===== src/rtl/alu_sweep_pkg.sv =====
// alu_sweep_pkg -- shared definitions for the alu_sweep sequencer.
//
// Holds the sequencer state encodings and the ALU opcode constant.
// The board harness drives the ALU opcode input from ALU_OP_ADD:
// ADD, with both sources taken from word memory.
package alu_sweep_pkg;

    typedef enum logic [1:0] {
        ST_IDLE  = 2'd0,
        ST_READ  = 2'd1,
        ST_WRITE = 2'd2,
        ST_DONE  = 2'd3
    } state_t;

    localparam logic [7:0] ALU_OP_ADD = 8'h07;

endpackage


===== src/rtl/alu_sweep.sv =====
// alu_sweep -- element-wise vector add sequencer between ram_word and alu.
//
// This module sweeps len elements: c[c_base+i] = a[a_base+i] + b[b_base+i].
// It is a single flat module. The board harness places it between a
// three-port word memory and a combinational ALU fixed to ADD.
//
// Ports:
//   clk, rst_n        clock; asynchronous active-low reset
//   start             request a sweep (only honoured in IDLE)
//   a_base, b_base    operand base addresses
//   c_base            result base address
//   len               element count, 0..2^AWIDTH
//   alu_out, alu_c_out  ALU sum and carry for the current read addresses
//   port_a_address, port_b_address  memory read addresses
//   port_c_address, port_c_data, port_c_we  memory write port
//   busy              high while in READ or WRITE
//   done              one-cycle pulse when a sweep finishes
//   carry_any         sticky OR of ALU carries in the current sweep
//   carry_cnt         number of carries in the current sweep
//                     (only when ALU_SWEEP_CARRY_CNT_EN is defined)
//   dbg_state         current sequencer state, for observation
//
// Handshake: start is a level request sampled on a rising edge while in
// IDLE. The sweep is accepted on that edge, and the base and len inputs
// are captured on the same edge. done marks the single cycle after the
// last write. No back-pressure exists in either direction.
//
// Configuration macro: ALU_SWEEP_CARRY_CNT_EN adds the carry_cnt port
// and its counter.
module alu_sweep
    import alu_sweep_pkg::*;
#(
    parameter int WIDTH  = 3,
    parameter int AWIDTH = 2
) (
    input  logic              clk,
    input  logic              rst_n,
    input  logic              start,
    input  logic [AWIDTH-1:0] a_base,
    input  logic [AWIDTH-1:0] b_base,
    input  logic [AWIDTH-1:0] c_base,
    input  logic [AWIDTH:0]   len,
    input  logic [WIDTH-1:0]  alu_out,
    input  logic              alu_c_out,
    output logic [AWIDTH-1:0] port_a_address,
    output logic [AWIDTH-1:0] port_b_address,
    output logic [AWIDTH-1:0] port_c_address,
    output logic [WIDTH-1:0]  port_c_data,
    output logic              port_c_we,
    output logic              busy,
    output logic              done,
    output logic              carry_any,
`ifdef ALU_SWEEP_CARRY_CNT_EN
    output logic [AWIDTH:0]   carry_cnt,
`endif
    output state_t            dbg_state
);

    state_t            state_q, state_d;
    logic [AWIDTH-1:0] a_base_q, a_base_d;
    logic [AWIDTH-1:0] b_base_q, b_base_d;
    logic [AWIDTH-1:0] c_base_q, c_base_d;
    logic [AWIDTH:0]   len_q, len_d;
    logic [AWIDTH:0]   idx_q, idx_d;
    logic              carry_any_q, carry_any_d;
    logic [AWIDTH:0]   idx_next;
`ifdef ALU_SWEEP_CARRY_CNT_EN
    logic [AWIDTH:0]   carry_cnt_q, carry_cnt_d;
`endif

    assign idx_next = idx_q + {{AWIDTH{1'b0}}, 1'b1};

    always_ff @(posedge clk or negedge rst_n) begin
        if (!rst_n) begin
            state_q     <= ST_IDLE;
            a_base_q    <= '0;
            b_base_q    <= '0;
            c_base_q    <= '0;
            len_q       <= '0;
            idx_q       <= '0;
            carry_any_q <= 1'b0;
`ifdef ALU_SWEEP_CARRY_CNT_EN
            carry_cnt_q <= '0;
`endif
        end else begin
            state_q     <= state_d;
            a_base_q    <= a_base_d;
            b_base_q    <= b_base_d;
            c_base_q    <= c_base_d;
            len_q       <= len_d;
            idx_q       <= idx_d;
            carry_any_q <= carry_any_d;
`ifdef ALU_SWEEP_CARRY_CNT_EN
            carry_cnt_q <= carry_cnt_d;
`endif
        end
    end

    always_comb begin
        state_d     = state_q;
        a_base_d    = a_base_q;
        b_base_d    = b_base_q;
        c_base_d    = c_base_q;
        len_d       = len_q;
        idx_d       = idx_q;
        carry_any_d = carry_any_q;
`ifdef ALU_SWEEP_CARRY_CNT_EN
        carry_cnt_d = carry_cnt_q;
`endif
        case (state_q)
            ST_IDLE: begin
                if (start) begin
                    a_base_d    = a_base;
                    b_base_d    = b_base;
                    c_base_d    = c_base;
                    len_d       = len;
                    idx_d       = '0;
                    carry_any_d = 1'b0;
`ifdef ALU_SWEEP_CARRY_CNT_EN
                    carry_cnt_d = '0;
`endif
                    state_d     = (len != '0) ? ST_READ : ST_DONE;
                end
            end
            ST_READ: begin
                state_d = ST_WRITE;
            end
            ST_WRITE: begin
                carry_any_d = carry_any_q | alu_c_out;
`ifdef ALU_SWEEP_CARRY_CNT_EN
                carry_cnt_d = carry_cnt_q + {{AWIDTH{1'b0}}, alu_c_out};
`endif
                if (idx_next < len_q) begin
                    idx_d   = idx_next;
                    state_d = ST_READ;
                end else begin
                    state_d = ST_DONE;
                end
            end
            ST_DONE: begin
                state_d = ST_IDLE;
            end
            default: begin
                state_d = ST_IDLE;
            end
        endcase
    end

    // Addresses come from registered bases plus the registered index.
    // They do not change between READ and WRITE, so the combinational ALU
    // result is settled by the time the write is enabled. All registers
    // reset to zero, so reset also drives every address to zero.
    assign port_a_address = a_base_q + idx_q[AWIDTH-1:0];
    assign port_b_address = b_base_q + idx_q[AWIDTH-1:0];
    assign port_c_address = c_base_q + idx_q[AWIDTH-1:0];

    // Write data is gated to zero outside WRITE. This keeps the port quiet
    // while idle and makes reset force it low at once.
    assign port_c_we   = (state_q == ST_WRITE);
    assign port_c_data = (state_q == ST_WRITE) ? alu_out : '0;
    assign busy        = (state_q == ST_READ) || (state_q == ST_WRITE);
    assign done        = (state_q == ST_DONE);
    assign carry_any   = carry_any_q;
    assign dbg_state   = state_q;
`ifdef ALU_SWEEP_CARRY_CNT_EN
    assign carry_cnt   = carry_cnt_q;
`endif

endmodule


===== config.mk =====
export PLATFORM = sky130hd
export DESIGN_NAME = alu_sweep
export DESIGN_NICKNAME = d
export VERILOG_FILES = /design/src/rtl/alu_sweep_pkg.sv /design/src/rtl/alu_sweep.sv
export SDC_FILE = /design/constraint.sdc
export NUM_CORES = 1
export LEC_CHECK = 0
export ABC_AREA = 1
export CORE_UTILIZATION = 45
export CTS_CLUSTER_DIAMETER = 100
export CTS_CLUSTER_SIZE = 12
export DETAILED_ROUTE_END_ITERATION = 12
export DONT_BUFFER_PORTS = 1
export GPL_TIMING_DRIVEN = 0
export PLACE_DENSITY = 0.61
export SYNTH_ARGS = -nofsm -noshare
export SYNTH_HDL_FRONTEND = slang
export SYNTH_SLANG_ARGS = --single-unit

===== constraint.sdc =====
create_clock -name clk -period 2.4 [get_ports clk]
set_input_delay 0.48 -clock clk [delete_from_list [all_inputs] [get_ports clk]]
set_output_delay 0.48 -clock clk [all_outputs]
set_load 0.01 [all_outputs]

### Word level (Yosys, flattened, before mapping)

Cells that the tools add are included.

| storage, ports and cells | value |
|---|---|
| logic and storage cells | 35 |
| output and inout port bits | 15 |
| flip-flop bits (word level) | 15 |
| input bits | 16 |

| operators by class | value |
|---|---|
| mux-type cells | 10 |
| equality and inequality tests | 5 |
| bitwise logic cells | 1 |
| order comparisons | 1 |
| reductions and logical operators | 7 |
| add/subtract/negate cells | 4 |

Operators by type and width:

| kind | count |
|---|---|
| $mux 3 | 3 |
| $pmux 2 s4 | 1 |
| $add 2x2->2 | 3 |
| $mux 2 | 3 |
| $pmux 3 s2 | 1 |
| $eq 2x2->1 const B | 2 |
| $reduce_and 2->1 | 2 |
| $add 3x1->3 const B | 1 |
| $lt 3x3->1 | 1 |
| $reduce_and 3->1 | 1 |
| $reduce_bool 3->1 | 1 |
| $eq 2x1->1 const B | 1 |
| $logic_not 2->1 | 1 |
| $ne 2x1->1 const B | 1 |
| $ne 2x2->1 const B | 1 |
| $pmux 1 s2 | 1 |
| $reduce_bool 2->1 | 1 |
| $logic_or 1x1->1 | 1 |
| $mux 1 | 1 |
| $or 1x1->1 | 1 |

### Depth between registers and ports, before layout

Gate-level depths: netlist (run 1).

| depth | value |
|---|---|
| depth in word-level cells | 4 |
| gate-level depth with buffers | 11 |
| depth with buffers taken out | 11 |

### Least setup slack after synthesis (run 1)

Ideal clock, no wire load.

| path | value |
|---|---|
| path type | register -> register |
| start | register idx_q[0] |
| end | register idx_q[0] |
| required time | 2.283 ns |
| clock period less this slack | 1.633 ns |
| path buffers | 0 |
| arrival time | 1.516 ns |
| library setup time | 0.117 ns |
| path slack | 0.767 ns |
| cell stages (with the launch flop) | 11 |
| path through | dfrtp_1 > ha_1 > nand2_1 > nand2_1 > ha_1 > a21oi_1 > nand2_1 > nand2_1 > nand2_2 > nand2_1 > nand2_1 |

| between the ends | value |
|---|---|
| longest elaborated chain between the ends | 4 |
| elaborated cells between the ends (all ways) | 6 |
| those cells by class | add/sub: 1; order compare: 1; eq/ne: 1; mux: 2; reduce/logical: 1 |

RTL lines:

| item | RTL line | text |
|---|---|---|
| start: declaration | alu_sweep.sv:64 | `logic [AWIDTH:0] idx_q, idx_d;` |
| start signal: assignment | alu_sweep.sv:91 | `idx_q <= idx_d;` |
| $add 3x1->3 (*) | alu_sweep.sv:71 | `assign idx_next = idx_q + {{AWIDTH{1'b0}}, 1'b1};` |
| $lt 3x3->1 | alu_sweep.sv:133 | `if (idx_next < len_q) begin` |
| $ne 2x1->1 (no line) | - |  |
| $reduce_and 3->1 (no line) | - |  |

Mark *: on every way between the ends. The rest lies on a longest branch, timed or not. The select of a mux whose other input is x is not followed.
A chain may end at the register's enable or synchronous reset.

### Worst setup path in the final report (run 1)

Same ends and word-level chain as after synthesis.

==> results of run 1 <==
[layout make-up]
| type | instances | area share |
|---|---|---|
| repair buffers | 1 | 0.0105 |
| inverters | 16 | 0.0632 |
| well taps | 25 | 0.0329 |
| flip-flops and latches | 15 | 0.395 |
| plain buffers | 1 | 0.0118 |
| multi-input cells | 75 | 0.459 |
| clock buffers | 4 | 0.0276 |
[cells in the mapped netlist, types with 2 or more instances]
cell	count	share of area
nand3_1	4	0.023
nand2_2	2	0.014
nand2_1	42	0.18
dfrtp_1	15	0.42
ha_1	9	0.13
inv_1	15	0.064
xnor2_1	6	0.059
a21oi_2	2	0.020
o21ai_1	3	0.017
a21oi_1	2	0.011
[logic make-up after synthesis]
group                      count (synthesis)
adders and majority gates                  9
buffers and inverters                     17
and+or+nand+nor                           50
DFF                                       15
AOI/OAI and AO/OA                         10
xor gates and xnor gates                   6
[worst max-delay path, stage by stage, from the launching register on]
cell,delay [ns]
dfrtp_1,0.51
ha_1,0.23
inv_1,0.05
nand2_1,0.07
nand2_1,0.07
ha_1,0.29
a21oi_1,0.16
nand2_1,0.08
nand2_1,0.16
nand2_2,0.09
nand2_1,0.06
nand2_1,0.05
[registers in the layout, summed over array words and instances (netlist names)]
name	flops
idx_q	3
c_base_q	2
dbg_state	2
carry_any	1
a_base_q	2
b_base_q	2
len_q	3
[report_power, final]
part	internal, mW	total (mW)	switching [mW]
sequential	0.363	0.476	0.113
combinational	0.253	0.642	0.389
clock	0.0645	0.144	0.0795
total	0.680	1.26	0.582
[routing by layer]
metal  share of wire  up-vias  global-route usage
li1                -      338                   -
met1            0.44      310               0.208
met2            0.49       18               0.272
met3           0.053        5              0.0549
met4           0.018        0              0.0706
met5               0        -                   0
[worst paths after layout]
kind,endpoint,slack (ns),start,cells past startpoint
min in group asynchronous,idx_q[0]$_DFFE_PN0P_,0.67,rst_n,1
worst max-delay path,idx_q[0]$_DFFE_PN0P_,0.49,idx_q[0]$_DFFE_PN0P_,11
worst min-delay path,a_base_q[1]$_DFFE_PN0P_,0.31,a_base[1],2
worst min register to register,b_base_q[0]$_DFFE_PN0P_,0.49,b_base_q[0]$_DFFE_PN0P_,2
max in group asynchronous,b_base_q[0]$_DFFE_PN0P_,1.29,rst_n,1
worst max register to register,idx_q[0]$_DFFE_PN0P_,0.49,idx_q[0]$_DFFE_PN0P_,11
[metrics by stage]
step	std cells	utilization
final	137	0.533
after detailed placement	132	0.513
after floorplan	107	-
after global routing	137	0.533
after CTS	137	0.533
after global placement	132	0.513
[timing repair]
action / 4_1_cts / 5_1_grt
endpoints found under the hold margin: 15 / 0
hold buffers: 1 / 0
resized for setup: 0 / 0
==> flow_metrics.py, run 1 <==
metrics = {
    "synthesis": {
        "synth_mux_area_frac": 0,
        "synth_fp_nets": 132,
        "synth_area_um2": 883,
        "synth_top_family_by_area": "simple AND/OR/NAND/NOR gates",
        "synth_compound_area_frac": 0.0807,
        "avgSynthCellArea_um2": 8.26,
        "synthCells": 107,
        "synthAdderAreaFrac": 0.127,
        "seq_area_frac_synth": 0.425,
        "ys_warn_count": 0,
        "synth_cell_types": 17,
        "synth-simple-area-share": 0.227,
        "ys_ff_latch": 15,
        "synth_edf_count": 0,
        "synthFlopType": "dfrtp_1",
        "synth-xor-area-share": 0.0595,
        "ys_async_sr_fraction": 1.00,
    },
    "global_routing": {
        "antenna_found_initial": 0,
        "grt_max_degree": 16,
        "groute.usage.overall": 0.170,
        "grt_pass1_wl_mm": 2.51,
        "grt_overflow": 0,
        "grt_pass1_vias": 602,
    },
    "floorplanning": {
        "dieArea_um2": 2140,
        "pin_count": 31,
        "rows": 15,
        "start_util": 0.495,
        "chipWidth_um": 46.3,
        "core-area_um2": 1780,
        "die_y_um": 46.3,
    },
    "route": {
        "via_per_inst": 4.90,
        "vias": 671,
        "postRouteAntennaNets": 0,
        "wire_per_inst_um": 11.6,
        "drt-initial-drc-count": 3,
        "drt_wl_total_mm": 1.60,
        "detail_route.first_pass.iterations": 2,
        "drc": 0,
    },
    "final_layout": {
        "area_growth_pct": 7.65,
        "nets": 138,
        "postLayoutCellArea_um2": 951,
        "layout-drive-gt1-share": 0.0893,
        "final_cell_mix": "nand2_1, inv_1, dfrtp_1",
        "multi_input_area_um2": 437,
        "n_fill_cell": 176,
        "seq_area_um2": 375,
        "antennaDiodeCount": 0,
        "mostFrequentLayoutCell": "nand2_1",
    },
    "clock_tree": {
        "htreeDepth": 1,
        "clkTransAtPathRegs_ns": 0.09,
        "insertion_delay_ns": 0.28,
        "clock_sinks": 15,
        "cts_tree": "built",
        "cts_setup_buffers": 0,
        "cts_made_buffers": 3,
        "root_buffer": "clkbuf_4",
        "clockBufferDepth": 2,
    },
    "sta": {
        "finalHoldViolations": 0,
        "fin_setup_tns_ns": 0,
        "max_slew_margin": 0.541,
        "slew_violations": 0,
        "rsz0062_at_grt": "false",
        "fin_crit_sh": 0.796,
        "hold_ws_ns": 0.307,
        "setup_viol": 0,
        "skew_ns": 0.00897,
        "period_minus_slack_ns": 1.91,
        "finalWorstSetupSlack_ns": 0.489,
        "worstMarginPinSlew_ns": 0.686,
        "fmaxAchievable_ghz": 0.523,
    },
    "status": {
        "run_status": "completed",
    },
    "worst_setup_path": {
        "arrival_ns": 2.10,
        "startpoint_type": "register",
        "end_kind": "register",
        "path_max_fanout": 7,
        "worstPathRequired_ns": 2.58,
        "path_class": "register to register",
    },
    "placement": {
        "post-place-ws_ns": 0.509,
        "placed_cell_area_um2": 915,
        "gp_congestion": 0.753,
        "hpwlAfterDp_mm": 1.23,
        "io_buffers": 0,
    },
    "pwr": {
        "power-per-cell-area_nw_per_um2": 1330,
        "ir_drop_mv": 0.766,
        "p_leak_nw": 0.534,
        "totalPowerFinal_mw": 1.26,
    },
    "worst_hold_path": {
        "hold_class": "input pin to register",
    },
    "flow_run": {
        "drv_cap": 0,
    },
}
Power figures use the tool's default switching activity.
==> run 2, diff against run 1 <==
--- a/config.mk
+++ b/config.mk
@@ -12,7 +12,7 @@
 export DETAILED_ROUTE_END_ITERATION = 12
 export DONT_BUFFER_PORTS = 1
 export GPL_TIMING_DRIVEN = 0
-export PLACE_DENSITY = 0.61
+export PLACE_DENSITY = 0.63
 export SYNTH_ARGS = -nofsm -noshare
 export SYNTH_HDL_FRONTEND = slang
 export SYNTH_SLANG_ARGS = --single-unit
==> constraint.sdc (replaced) <==
create_clock -name clk -period 1.7 [get_ports clk]
set_input_delay 0.34 -clock clk [delete_from_list [all_inputs] [get_ports clk]]
set_output_delay 0.34 -clock clk [all_outputs]
set_load 0.01 [all_outputs]
==> flow_metrics.py, run 2 (synthesis results as in run 1) <==
metrics = {
    "status": {
        "run_status": "completed",
    },
    "worst_setup_path": {
        "end_kind": "register",
        "slowest_stage": "dfrtp_2",
        "path_cells": "ha_2, inv_1, nand2_2, nand2_2, ha_4, a21oi_2, nand2_1, nand2_2, nand2_2, nand2_2, nand2_1",
        "path_max_fanout": 5,
        "rrSetupSlack_ns": 0.06,
        "path_class": "register to register",
        "crit_top_cell": "nand2_2",
        "arrival_ns": 1.82,
        "startpoint_type": "register",
        "crit_path_max_incr_delay_ns": 0.43,
        "worstPathRequired_ns": 1.88,
    },
    "placement": {
        "place_inst": 132,
        "io_buffers": 0,
        "post-place-ws_ns": -0.162,
        "gp_congestion": 0.724,
        "placed_cell_area_um2": 915,
        "hpwlAfterDp_mm": 1.20,
    },
    "route": {
        "drt-initial-drc-count": 7,
        "detail_route.first_pass.iterations": 3,
        "drt_wl_total_mm": 1.61,
        "via_per_inst": 4.91,
        "drc": 0,
        "vias": 687,
        "postRouteAntennaNets": 0,
        "wire_per_inst_um": 11.5,
    },
    "sta": {
        "worstMarginPinSlew_ns": 0.684,
        "slew_violations": 0,
        "rsz0062_at_grt": "true",
        "period_minus_slack_ns": 1.64,
        "max_slew_margin": 0.542,
        "finalWorstSetupSlack_ns": 0.0581,
        "finalHoldViolations": 0,
        "fin_crit_sh": 0.966,
        "fmaxAchievable_ghz": 0.609,
        "skew_ns": 0.0110,
        "setup_viol": 0,
    },
    "pwr": {
        "power-per-cell-area_nw_per_um2": 1890,
        "p_leak_nw": 0.565,
        "totalPowerFinal_mw": 1.97,
        "ir_drop_mv": 0.970,
    },
    "clock_tree": {
        "root_buffer": "clkbuf_4",
        "clkTransAtPathRegs_ns": 0.09,
        "cts_made_buffers": 3,
        "cts_tree": "built",
        "clockBufferDepth": 2,
        "insertion_delay_ns": 0.28,
        "clock_sinks": 15,
        "htreeDepth": 1,
    },
    "final_layout": {
        "seq_area_um2": 378,
        "multi_input_area_um2": 500,
        "final_util": 0.584,
        "area_growth_pct": 17.8,
        "final_cells": 140,
        "n_fill_cell": 163,
        "nets": 141,
        "final_cell_mix": "nand2_1, inv_1, dfrtp_1",
        "postLayoutCellArea_um2": 1040,
        "layout-drive-gt1-share": 0.243,
        "mostFrequentLayoutCell": "nand2_1",
        "antennaDiodeCount": 0,
        "largestRegisters": "idx_q: 3 flops, len_q: 3 flops",
    },
    "global_routing": {
        "antenna_found_initial": 0,
        "grt_pass1_wl_mm": 2.66,
        "groute.usage.overall": 0.179,
        "grt_max_degree": 16,
        "grt_pass1_vias": 620,
        "grt_overflow": 0,
    },
    "floorplanning": {
        "core-area_um2": 1780,
        "pin_count": 31,
        "dieArea_um2": 2140,
        "start_util": 0.495,
        "chipWidth_um": 46.3,
        "rows": 15,
        "die_y_um": 46.3,
    },
    "worst_hold_path": {
        "hold_class": "input pin to register",
    },
    "flow_run": {
        "drv_cap": 0,
    },
}
==> run 2: cell types whose count changed in the layout (fill, tap and decap cells not counted), moves of 3 or more <==
cell / previous run / this run
xnor2_1: 6 / 3
ha_1: 9 / 6
xnor2_2: 0 / 3
nand2_1: 42 / 38
buf_4: 0 / 3
nand2_2: 2 / 6
==> run 2: per-stage QoR <==
step,hold slack [ns],setup TNS [ns]
floorplan,0.0444,0
global placement,0.0448,-0.494
detailed placement,0.0448,-0.605
CTS,0.157,0
global route,0.156,-0.0963
finish,0.159,0
==> run 2: cell type report <==
class / count / area share
Tap cell: 25 / 0.0300
Inverter: 16 / 0.0577
Timing Repair Buffer: 4 / 0.0312
Buffer: 1 / 0.0108
Multi-Input combinational cell: 75 / 0.481
Sequential cell: 15 / 0.363
Clock buffer: 3 / 0.0216
Clock inverter: 1 / 0.00481
==> run 2: path summary, 6_finish.rpt <==
| check | end | from | depth (start not counted) |
|---|---|---|---|
| max reg2reg | idx_q[1]$_DFFE_PN0P_ | idx_q[0]$_DFFE_PN0P_ | 11 |
| min in group asynchronous | carry_any$_DFFE_PN0P_ | rst_n | 1 |
| max in group asynchronous | idx_q[1]$_DFFE_PN0P_ | rst_n | 1 |
| min reg2reg | len_q[1]$_DFFE_PN0P_ | len_q[1]$_DFFE_PN0P_ | 2 |
| min | b_base_q[0]$_DFFE_PN0P_ | b_base[0] | 2 |
| max | idx_q[1]$_DFFE_PN0P_ | idx_q[0]$_DFFE_PN0P_ | 11 |
==> run 2: routing by layer <==
metal,up-vias,track usage,wire (um)
met1,318,0.208,721
met2,20,0.308,785
met4,0,0.0176,6
met3,2,0.0824,93
met5,-,0,0
li1,347,-,-
==> run 2: what timing repair did <==
action | CTS | global route
setup buffers | 3 | 0
pin swaps | 0 | 3
resized for setup | 4 | 11
hold buffers | 1 | 0
endpoints found under the hold margin | 15 | 0
endpoints found under the setup margin | 7 | 10
==> run 2: where the power goes <==
group / internal, mW / switching, mW / leakage (nW)
clock: 0.0873 / 0.111 / 0.0177
sequential: 0.516 / 0.134 / 0.187
combinational: 0.476 / 0.646 / 0.360
==> run 2: worst max-delay path, delay by kind of cell (launching register included) <==
family          cells  cell delay [ns]
simple gates        7             0.52
flops               1             0.43
fa+ha+maj           2             0.39
compound gates      1             0.12
buf+inv             1             0.07
==> run 3, diff against run 2 <==
--- a/config.mk
+++ b/config.mk
@@ -12,7 +12,7 @@
 export DETAILED_ROUTE_END_ITERATION = 12
 export DONT_BUFFER_PORTS = 1
 export GPL_TIMING_DRIVEN = 0
-export PLACE_DENSITY = 0.63
+export PLACE_DENSITY = 0.61
 export SYNTH_ARGS = -nofsm -noshare
 export SYNTH_HDL_FRONTEND = slang
 export SYNTH_SLANG_ARGS = --single-unit
==> constraint.sdc (replaced) <==
create_clock -name clk -period 1.6 [get_ports clk]
set_input_delay 0.32 -clock clk [delete_from_list [all_inputs] [get_ports clk]]
set_output_delay 0.32 -clock clk [all_outputs]
set_load 0.01 [all_outputs]
==> flow_metrics.py, run 3 (synthesis results as in run 1) <==
metrics = {
    "sta": {
        "fin_crit_sh": 1.00,
        "period_minus_slack_ns": 1.60,
        "finalWorstSetupSlack_ns": -0.000819,
        "slew_violations": 0,
        "skew_ns": 0.00695,
        "max_slew_margin": 0.548,
        "fmaxAchievable_ghz": 0.625,
        "setup_viol": 1,
        "rsz0062_at_grt": "true",
        "worstMarginPinSlew_ns": 0.675,
        "finalHoldViolations": 0,
        "hold_ws_ns": 0.150,
        "fin_setup_tns_ns": -0.000819,
    },
    "worst_setup_path": {
        "crit_top_cell": "nand2_2",
        "startpoint": "idx_q[1]$_DFFE_PN0P_",
        "path_max_fanout": 5,
        "end_kind": "register",
        "crit_path_max_incr_delay_ns": 0.44,
        "worst-path-buf-inv": 1,
        "startpoint_type": "register",
        "path_cells": "ha_4, inv_2, nand2_2, nand2_2, ha_4, a21oi_2, nand2_1, nand2_2, nand2_2, nand2_1, nand2_1",
        "worstPathRequired_ns": 1.78,
        "arrival_ns": 1.78,
        "slowest_stage": "dfrtp_2",
        "r2r-start": "idx_q[1]$_DFFE_PN0P_",
        "cpLargestDelayFamily": "simple AND/OR/NAND/NOR gates",
        "path_class": "register to register",
    },
    "floorplanning": {
        "dieArea_um2": 2140,
        "rows": 15,
        "pin_count": 31,
        "core-area_um2": 1780,
        "die_y_um": 46.3,
        "chipWidth_um": 46.3,
        "start_util": 0.495,
    },
    "flow_run": {
        "drv_cap": 0,
    },
    "final_layout": {
        "nets": 141,
        "n_fill_cell": 164,
        "layout-drive-gt1-share": 0.322,
        "largestRegisters": "idx_q: 3 flops, len_q: 3 flops",
        "antennaDiodeCount": 0,
        "final_cell_mix": "nand2_1, inv_1, dfrtp_1",
        "multi_input_area_um2": 543,
        "area_growth_pct": 23.1,
        "seq_area_um2": 380,
        "final_util": 0.610,
        "mostFrequentLayoutCell": "nand2_1",
    },
    "route": {
        "postRouteAntennaNets": 0,
        "drt-initial-drc-count": 15,
        "drt_wl_total_mm": 1.80,
        "drc": 0,
        "via_per_inst": 4.91,
        "wire_per_inst_um": 12.9,
        "vias": 687,
        "detail_route.first_pass.iterations": 4,
    },
    "pwr": {
        "p_leak_nw": 0.565,
        "power-per-cell-area_nw_per_um2": 2040,
        "ir_drop_mv": 1.04,
    },
    "clock_tree": {
        "cts_tree": "built",
        "root_buffer": "clkbuf_4",
        "clockBufferDepth": 2,
        "clkTransAtPathRegs_ns": 0.09,
        "clock_sinks": 15,
        "htreeDepth": 1,
        "insertion_delay_ns": 0.28,
        "cts_made_buffers": 3,
    },
    "status": {
        "violations": "setup timing",
        "run_status": "complete, but fails checks",
    },
    "global_routing": {
        "grt_overflow": 0,
        "grt_pass1_wl_mm": 2.88,
        "antenna_found_initial": 0,
        "groute.usage.overall": 0.197,
        "grt_max_degree": 16,
        "grt_pass1_vias": 682,
    },
    "worst_hold_path": {
        "hold_class": "input pin to register",
        "holdCritStartpoint": "c_base[0]",
    },
    "placement": {
        "io_buffers": 0,
        "gp_congestion": 0.766,
        "hpwlAfterDp_mm": 1.26,
    },
}
## run 3: cell types whose count changed in the layout (fill, tap and decap cells not counted), moves of 2 or more
cell / before / now
dfrtp_1: 13 / 11
dfrtp_2: 2 / 4
ha_1: 6 / 3
ha_2: 1 / 3
xnor2_1: 3 / 0
xnor2_2: 3 / 6
## run 3: worst reg2reg max path: stages, from the launching register on
cell     delay, ns
dfrtp_2       0.44
ha_4          0.17
inv_2         0.05
nand2_2       0.05
nand2_2       0.08
ha_4          0.20
a21oi_2       0.13
nand2_1       0.07
nand2_2       0.12
nand2_2       0.08
nand2_1       0.07
nand2_1       0.04
## run 3: area by class of cell
cell class | count | area share
timing repair buffer | 4 | 0.0299
tap | 25 | 0.0288
sequential | 15 | 0.350
inverter | 16 | 0.0575
multi-input combinational | 75 | 0.499
buffer | 1 | 0.0104
clock buffer | 4 | 0.0242
## run 3: final timing paths
path / to / cells past startpoint / slack, ns
max: idx_q[1]$_DFFE_PN0P_ / 11 / -0.0008
min: c_base_q[0]$_DFFE_PN0P_ / 2 / 0.15
max reg2reg: idx_q[1]$_DFFE_PN0P_ / 11 / -0.0008
min reg2reg: len_q[1]$_DFFE_PN0P_ / 2 / 0.50
max in group asynchronous: idx_q[0]$_DFFE_PN0P_ / 1 / 0.63
min in group asynchronous: carry_any$_DFFE_PN0P_ / 1 / 0.51
## run 3: timing repair
item	in CTS	in global routing
gates resized for setup	11	14
endpoints found under the setup margin	10	18
hold buffers	1	0
buffers inserted	3	0
hold endpoints to repair	15	0
pin swaps	2	10
## run 3: where the power goes
group	internal, mW	switching [mW]
Combinational	0.572	0.710
Clock	0.0968	0.119
Sequential	0.553	0.169
Total	1.22	0.999
## run 3: per-layer routing
layer	vias to the layer above	wire, um	track usage	share of wire
met3	5	117	0.0549	0.065
met5	-	0	0	0
met4	0	28	0.0706	0.016
li1	352	-	-	-
met2	25	888	0.342	0.49
met1	305	765	0.227	0.43
## run 3: per-stage QoR
step                worst slack (ns)  area [um2]  total power [mW]  std cells
global placement              -0.182         920              1.67        132
detailed placement            -0.232         920              1.71        132
finish                     -0.000819        1090              2.22        140
CTS                          -0.0254        1040              2.12        140
global route                 -0.0914        1090              2.42        140
floorplan                    0.00199         888              1.53        107
